## src/rtl/tdc_spi_master_n.sv

```systemverilog
// SPI master for TDC register/result access: parametrised word width, SCK divider,
// SPI mode and CS timing, with multi-word frames kept under one chip-select.
module tdc_spi_master_n #(
    parameter int DATA_W   = 8,
    parameter int CLK_DIV  = 2,
    parameter bit CPOL     = 1'b0,
    parameter bit CPHA     = 1'b0,
    parameter int CS_SETUP = 2,
    parameter int CS_HOLD  = 2,
    parameter int CS_GAP   = 2
) (
    input  logic              clk,
    input  logic              rst,
    input  logic              start,
    input  logic [DATA_W-1:0] data_in,
    input  logic              cs_end,
    input  logic              miso,
    output logic              mosi,
    output logic              sck,
    output logic              cs_n,
    output logic              busy,
    output logic [DATA_W-1:0] data_out,
    output logic              new_data
);

    localparam int EDGES  = 2 * DATA_W;
    localparam int EDGE_W = $clog2(EDGES);
    localparam int DIV_W  = (CLK_DIV > 1) ? $clog2(CLK_DIV) : 1;
    localparam int MAX_SH = (CS_SETUP > CS_HOLD) ? CS_SETUP : CS_HOLD;
    localparam int MAX_PH = (MAX_SH > CS_GAP) ? MAX_SH : CS_GAP;
    localparam int PH_W   = (MAX_PH > 1) ? $clog2(MAX_PH) : 1;

    typedef enum logic [2:0] {IDLE, SETUP, XFER, HOLD, GAP} state_t;

    state_t              state, state_next;
    logic [DATA_W-1:0]   tx, rx, rx_next;
    logic [EDGE_W-1:0]   edge_cnt;
    logic [DIV_W-1:0]    div_cnt;
    logic [PH_W-1:0]     ph_cnt;
    logic                cs_end_q;
    logic                accept, sck_edge, last_edge, sample, drive;

    assign busy = (state != IDLE);

    always_comb begin
        state_next = state;
        accept     = 1'b0;
        sck_edge   = 1'b0;
        last_edge  = 1'b0;
        case (state)
            IDLE: begin
                if (start) begin
                    accept     = 1'b1;
                    state_next = cs_n ? SETUP : XFER;
                end
            end
            SETUP: if (ph_cnt == PH_W'(CS_SETUP - 1)) state_next = XFER;
            XFER: begin
                sck_edge  = (div_cnt == DIV_W'(CLK_DIV - 1));
                last_edge = sck_edge && (edge_cnt == EDGE_W'(EDGES - 1));
                if (last_edge) state_next = HOLD;
            end
            HOLD: if (ph_cnt == PH_W'(CS_HOLD - 1)) state_next = cs_end_q ? GAP : IDLE;
            GAP:  if (ph_cnt == PH_W'(CS_GAP - 1)) state_next = IDLE;
            default: state_next = IDLE;
        endcase
        // even edge index = leading edge; CPHA selects which edge kind samples
        sample  = sck_edge && (edge_cnt[0] == CPHA);
        drive   = sck_edge && (edge_cnt[0] != CPHA) && !last_edge;
        rx_next = sample ? {rx[DATA_W-2:0], miso} : rx;
    end

    always_ff @(posedge clk) begin
        if (!rst) begin
            state    <= IDLE;
            cs_n     <= 1'b1;
            sck      <= CPOL;
            mosi     <= 1'b0;
            data_out <= '0;
            new_data <= 1'b0;
            tx       <= '0;
            rx       <= '0;
            cs_end_q <= 1'b0;
            edge_cnt <= '0;
            div_cnt  <= '0;
            ph_cnt   <= '0;
        end else begin
            state    <= state_next;
            new_data <= 1'b0;
            rx       <= rx_next;

            if (state_next != state)
                ph_cnt <= '0;
            else if (state == SETUP || state == HOLD || state == GAP)
                ph_cnt <= ph_cnt + 1'b1;

            if (accept) begin
                cs_end_q <= cs_end;
                if (cs_n) begin
                    cs_n <= 1'b0;
                    tx   <= data_in;
                end else if (!CPHA) begin
                    // continuation word enters XFER directly, so its MSB goes out now
                    mosi <= data_in[DATA_W-1];
                    tx   <= {data_in[DATA_W-2:0], 1'b0};
                end else begin
                    tx <= data_in;
                end
            end

            if (state == SETUP && state_next == XFER && !CPHA) begin
                mosi <= tx[DATA_W-1];
                tx   <= {tx[DATA_W-2:0], 1'b0};
            end

            if (state == XFER) begin
                if (sck_edge) begin
                    div_cnt  <= '0;
                    sck      <= ~sck;
                    edge_cnt <= last_edge ? '0 : edge_cnt + 1'b1;
                end else begin
                    div_cnt <= div_cnt + 1'b1;
                end
                if (drive) begin
                    mosi <= tx[DATA_W-1];
                    tx   <= {tx[DATA_W-2:0], 1'b0};
                end
                if (last_edge) begin
                    data_out <= rx_next;
                    new_data <= 1'b1;
                end
            end

            if (state == HOLD && state_next == GAP)
                cs_n <= 1'b1;
        end
    end

endmodule

```

## config.mk

```make
export PLATFORM = sky130hd
export DESIGN_NAME = tdc_spi_master_n
export DESIGN_NICKNAME = d
export VERILOG_FILES = /design/src/rtl/tdc_spi_master_n.sv
export SDC_FILE = /design/constraint.sdc
export NUM_CORES = 1
export LEC_CHECK = 0
export ABC_CLOCK_PERIOD_IN_PS = 2050
export BUFFER_PORTS_ARGS = -buffer_cell sky130_fd_sc_hd__buf_2
export CORE_MARGIN = 3
export CORE_UTILIZATION = 55
export CTS_CLUSTER_SIZE = 16
export DETAILED_ROUTE_END_ITERATION = 10
export HOLD_SLACK_MARGIN = 0.12
export PLACE_DENSITY = 0.78
export SYNTH_ARGS = -nofsm -noshare
export SYNTH_HDL_FRONTEND = slang
export SYNTH_SLANG_ARGS = --single-unit
```

## constraint.sdc

```tcl
create_clock -name clk -period 2.05 [get_ports clk]
set_input_delay 0.205 -clock clk [delete_from_list [all_inputs] [get_ports clk]]
set_output_delay 0.205 -clock clk [all_outputs]
set_load 0.01 [all_outputs]
```

==> flow_metrics.py <==
metrics = {
    "placed_design": {
        "dpl-instance-area_mm2": 0.00181,
        "dpl_hpwl_um": 2280,
        "place_congestion": 0.837,
        "place.port_buffers": 25,
    },
    "die": {
        "dieArea_mm2": 0.00379,
        "die-width_um": 61.6,
        "number_of_rows_created_at_floorplan": 19,
        "core_mm2": 0.00285,
        "die_height_um": 61.6,
        "start_util_pct": 59.6,
        "ios": 26,
    },
    "power": {
        "net-switching-power_mw": 0.423,
        "power_frac_clock_pct": 32.8,
        "power.density_mw_per_mm2": 829,
        "combPwrFrac_pct": 14.0,
        "power.static_leakage_nw": 0.765,
        "p_int_mw": 1.15,
        "irDropWorstVdd_mv": 0.504,
        "share_of_power_burned_in_registers_pct": 53.2,
        "switching_share_pct": 26.9,
    },
    "global_routing": {
        "grt_antenna_before_repair": 0,
        "first_global_vias": 1283,
        "global_route.usage.total_pct": 19.5,
        "grt-ovfl-total": 0,
        "grt_first_pass_wirelength_um": 5450,
        "grt_max_degree": 21,
    },
    "hold_path": {
        "hold_depth": 3,
        "hold_path.class": "in2reg",
        "hold_path.startpoint": "cs_end",
    },
    "yosys": {
        "netlist_area_mm2": 0.00170,
        "post_synth_most_frequent_cells": "38 x dfxtp_1, 18 x mux2i_1, 17 x nand2_1, 13 x nor2b_1, 8 x o2bb2ai_1",
        "synth_flop_cell": "dfxtp_1",
        "synth-seq-area-share_pct": 44.7,
        "synth-seq-cells": 38,
        "synth-warning-count": 0,
        "post_synth.cell_area_avg_um2": 9.94,
        "synth_top_cell_area_share_pct": 44.7,
        "synth_async_sr_flop_share_pct": 0,
        "yosys-top-cells-area": "dfxtp_1 45%, mux2i_1 11%, nor2b_1 4.8%",
        "postSynthCellCount": 171,
        "yosys.area.top_type": "dfxtp_1",
        "synthesis.nets": 185,
        "synthMostInstantiatedCell": "dfxtp_1",
        "ys_types": 37,
        "number_of_enable_type_register_cells_in_the_synthesized_netlist": 0,
    },
    "critical_path": {
        "reg2reg_launch_point": "state[1]",
        "critical_path.cell_chain": "nor4bb_4 -> and2_4 -> mux2i_1 -> o2bb2ai_1",
        "critical-path-max-stage-delay_ns": 0.53,
        "ff2ff_path_depth": 4,
        "timing.critical_path.required_ns": 2.29,
        "cp_max_fo": 9,
        "crit_type": "reg2reg",
        "r2r_setup_slack_ns": 0.23,
        "crit_family": "simple AND/OR/NAND/NOR gates",
        "timing.critical_path.from_type": "flop",
        "critPathSlowestCell": "dfxtp_1",
        "timing.rr.end": "data_out[0]",
        "setup.worst_path.start": "state[1]",
        "critical_path_depth": 4,
        "crit_end": "data_out[0]",
        "critical_path.endpoint_type": "flop",
        "crit_buf_inv": 0,
        "worstPathArrival_ns": 2.06,
    },
    "job": {
        "drv.max_cap_violation_count": 0,
    },
    "cts": {
        "clock_tree.htree_level_count": 2,
        "cts_root_buf": "clkbuf_4",
        "cts.sink_count": 38,
        "cts_hold_buffers": 0,
        "tritoncts": "built",
        "clkTransAtPathRegs_ns": 0.12,
        "post_cts_buffers": 0,
        "clk_latency_ns": 0.34,
        "post_cts_resize_count": 0,
        "cts_buffer_depth": 2,
        "tritoncts.num_buffers": 5,
    },
    "sta": {
        "worst_pin_slew_ns": 0.576,
        "max_freq_ghz": 0.549,
        "hold_slack_ns": 0.138,
        "finalHoldViolations": 0,
        "slew_violations": 0,
        "min_period_over_period_pct": 88.8,
        "finalWorstPathRequiredPeriod_ns": 1.82,
        "grt_setup_unrepaired": "false",
        "worst_clock_skew_ns": 0.00851,
        "final.setup.tns_ns": 0,
        "timing.slew.headroom_pct": 61.6,
        "setup_viol": 0,
    },
    "finish": {
        "areaGrowthSynthToFinish_pct": 11.3,
        "layout.cell_area.non_filler_mm2": 0.00189,
        "number_of_antenna_repair_diodes": 0,
        "fraction_of_final_layout_cells_sized_beyond_drive_strength_1_pct": 20.9,
        "layout.nets": 209,
    },
    "route": {
        "drt-wirelength-per-cell_um": 14.4,
        "first_iteration_detailed_routing_drc_count": 83,
        "detailroute.via_count": 1322,
        "drt_first_pass_iters": 4,
        "drt.antenna.violating_nets": 0,
        "detail_route.wirelength_um": 3270,
        "remaining_drc_errors": 0,
        "route.detailed.vias_per_inst": 5.82,
    },
    "status": {
        "run_status": "complete, no violations",
    },
}
-- metal layers --
metal	vias up	track usage, %	wire length (um)	share of wire (%)
li1	656	-	-	-
met1	629	22.6	1420	43
met5	-	0	0	0
met3	2	6.29	159	4.9
met4	0	6.97	20	0.61
met2	35	33.5	1670	51
-- layout make-up --
cell class	count	area, um2
clock buffer	5	37.5
clock inverter	3	45.0
fill	251	960
inverter	7	26.3
multi-input combinational	114	830
sequential	38	761
tap	31	38.8
timing repair buffer	29	155
-- cell usage in the layout (no fill, tap or decap), types with 2 or more instances in the layout --
| cell type | Yosys | routed |
|---|---|---|
| o2111ai_1 | 7 | 7 |
| clkinvlp_4 | 0 | 2 |
| nand3_1 | 6 | 6 |
| mux2i_1 | 18 | 18 |
| buf_4 | 1 | 4 |
| and3_1 | 2 | 2 |
| clkbuf_4 | 0 | 5 |
| nand2_1 | 17 | 17 |
| a21oi_1 | 3 | 3 |
| inv_1 | 7 | 7 |
| nor2b_1 | 13 | 13 |
| buf_2 | 3 | 25 |
| o21ai_1 | 7 | 7 |
| xnor2_1 | 4 | 4 |
| and2_1 | 7 | 7 |
| o21ai_0 | 3 | 3 |
| a31oi_1 | 2 | 2 |
| dfxtp_1 | 38 | 38 |
| o2bb2ai_1 | 8 | 8 |
-- power groups by stage --
stage	Clock [mW]	Combinational [mW]	Sequential, mW
2_1_floorplan	0	0.192	0.826
3_3_place_gp	0	0.209	0.845
3_5_place_dp	0	0.219	0.849
4_1_cts	0.525	0.220	0.833
5_1_grt	0.564	0.243	0.843
6_report	0.515	0.220	0.834
-- worst min path at each step --
| stage | endpoint | slack [ns] |
|---|---|---|
| 2_1_floorplan | cs_end_q | 0.37 |
| 3_3_place_gp | tx[3] | 0.43 |
| 3_5_place_dp | tx[2] | 0.44 |
| 4_1_cts | cs_end_q | 0.14 |
| 5_1_grt | cs_end_q | 0.17 |
| 6_report | cs_end_q | 0.14 |
-- logic make-up (layout without fill, tap and decap cells) --
group                      Yosys count  after routing  synth area share, %
AOI/OAI and AO/OA                   35             35                 15.7
xor gates and xnor gates             5              5                 2.58
adders and majority gates            1              1                0.736
buffers and inverters               19             44                 6.48
DFF                                 38             38                 44.7
muxes                               18             18                 10.6
and+or+nand+nor                     55             55                 19.1
-- worst reg2reg max path, delay by kind of cell (launching register included) --
family | cells | cell delay, ns
and+or+nand+nor | 2 | 0.83
DFF | 1 | 0.53
AOI/OAI and AO/OA | 1 | 0.10
muxes | 1 | 0.27
-- sequential cells by signal (all words and copies together), names as in the netlist --
| name | cells |
|---|---|
| new_data | 1 |
| cs_end_q | 1 |
| sck | 1 |
| state | 3 |
| cs_n | 1 |
| data_out | 8 |
| edge_cnt | 4 |
| tx | 8 |
| mosi | 1 |
| rx | 8 |
| div_cnt | 1 |
| ph_cnt | 1 |
-- metrics by stage --
stage	utilization [%]	total power [mW]	setup slack, ns	cells
final	66.4	1.57	0.230	227
after global routing	66.4	1.65	0.0309	227
after CTS	66.4	1.58	0.217	227
after detailed placement	63.5	1.07	0.232	219
after global placement	63.5	1.05	0.347	219
after floorplan	-	1.02	0.508	171
(Power assumes the default switching activity.)
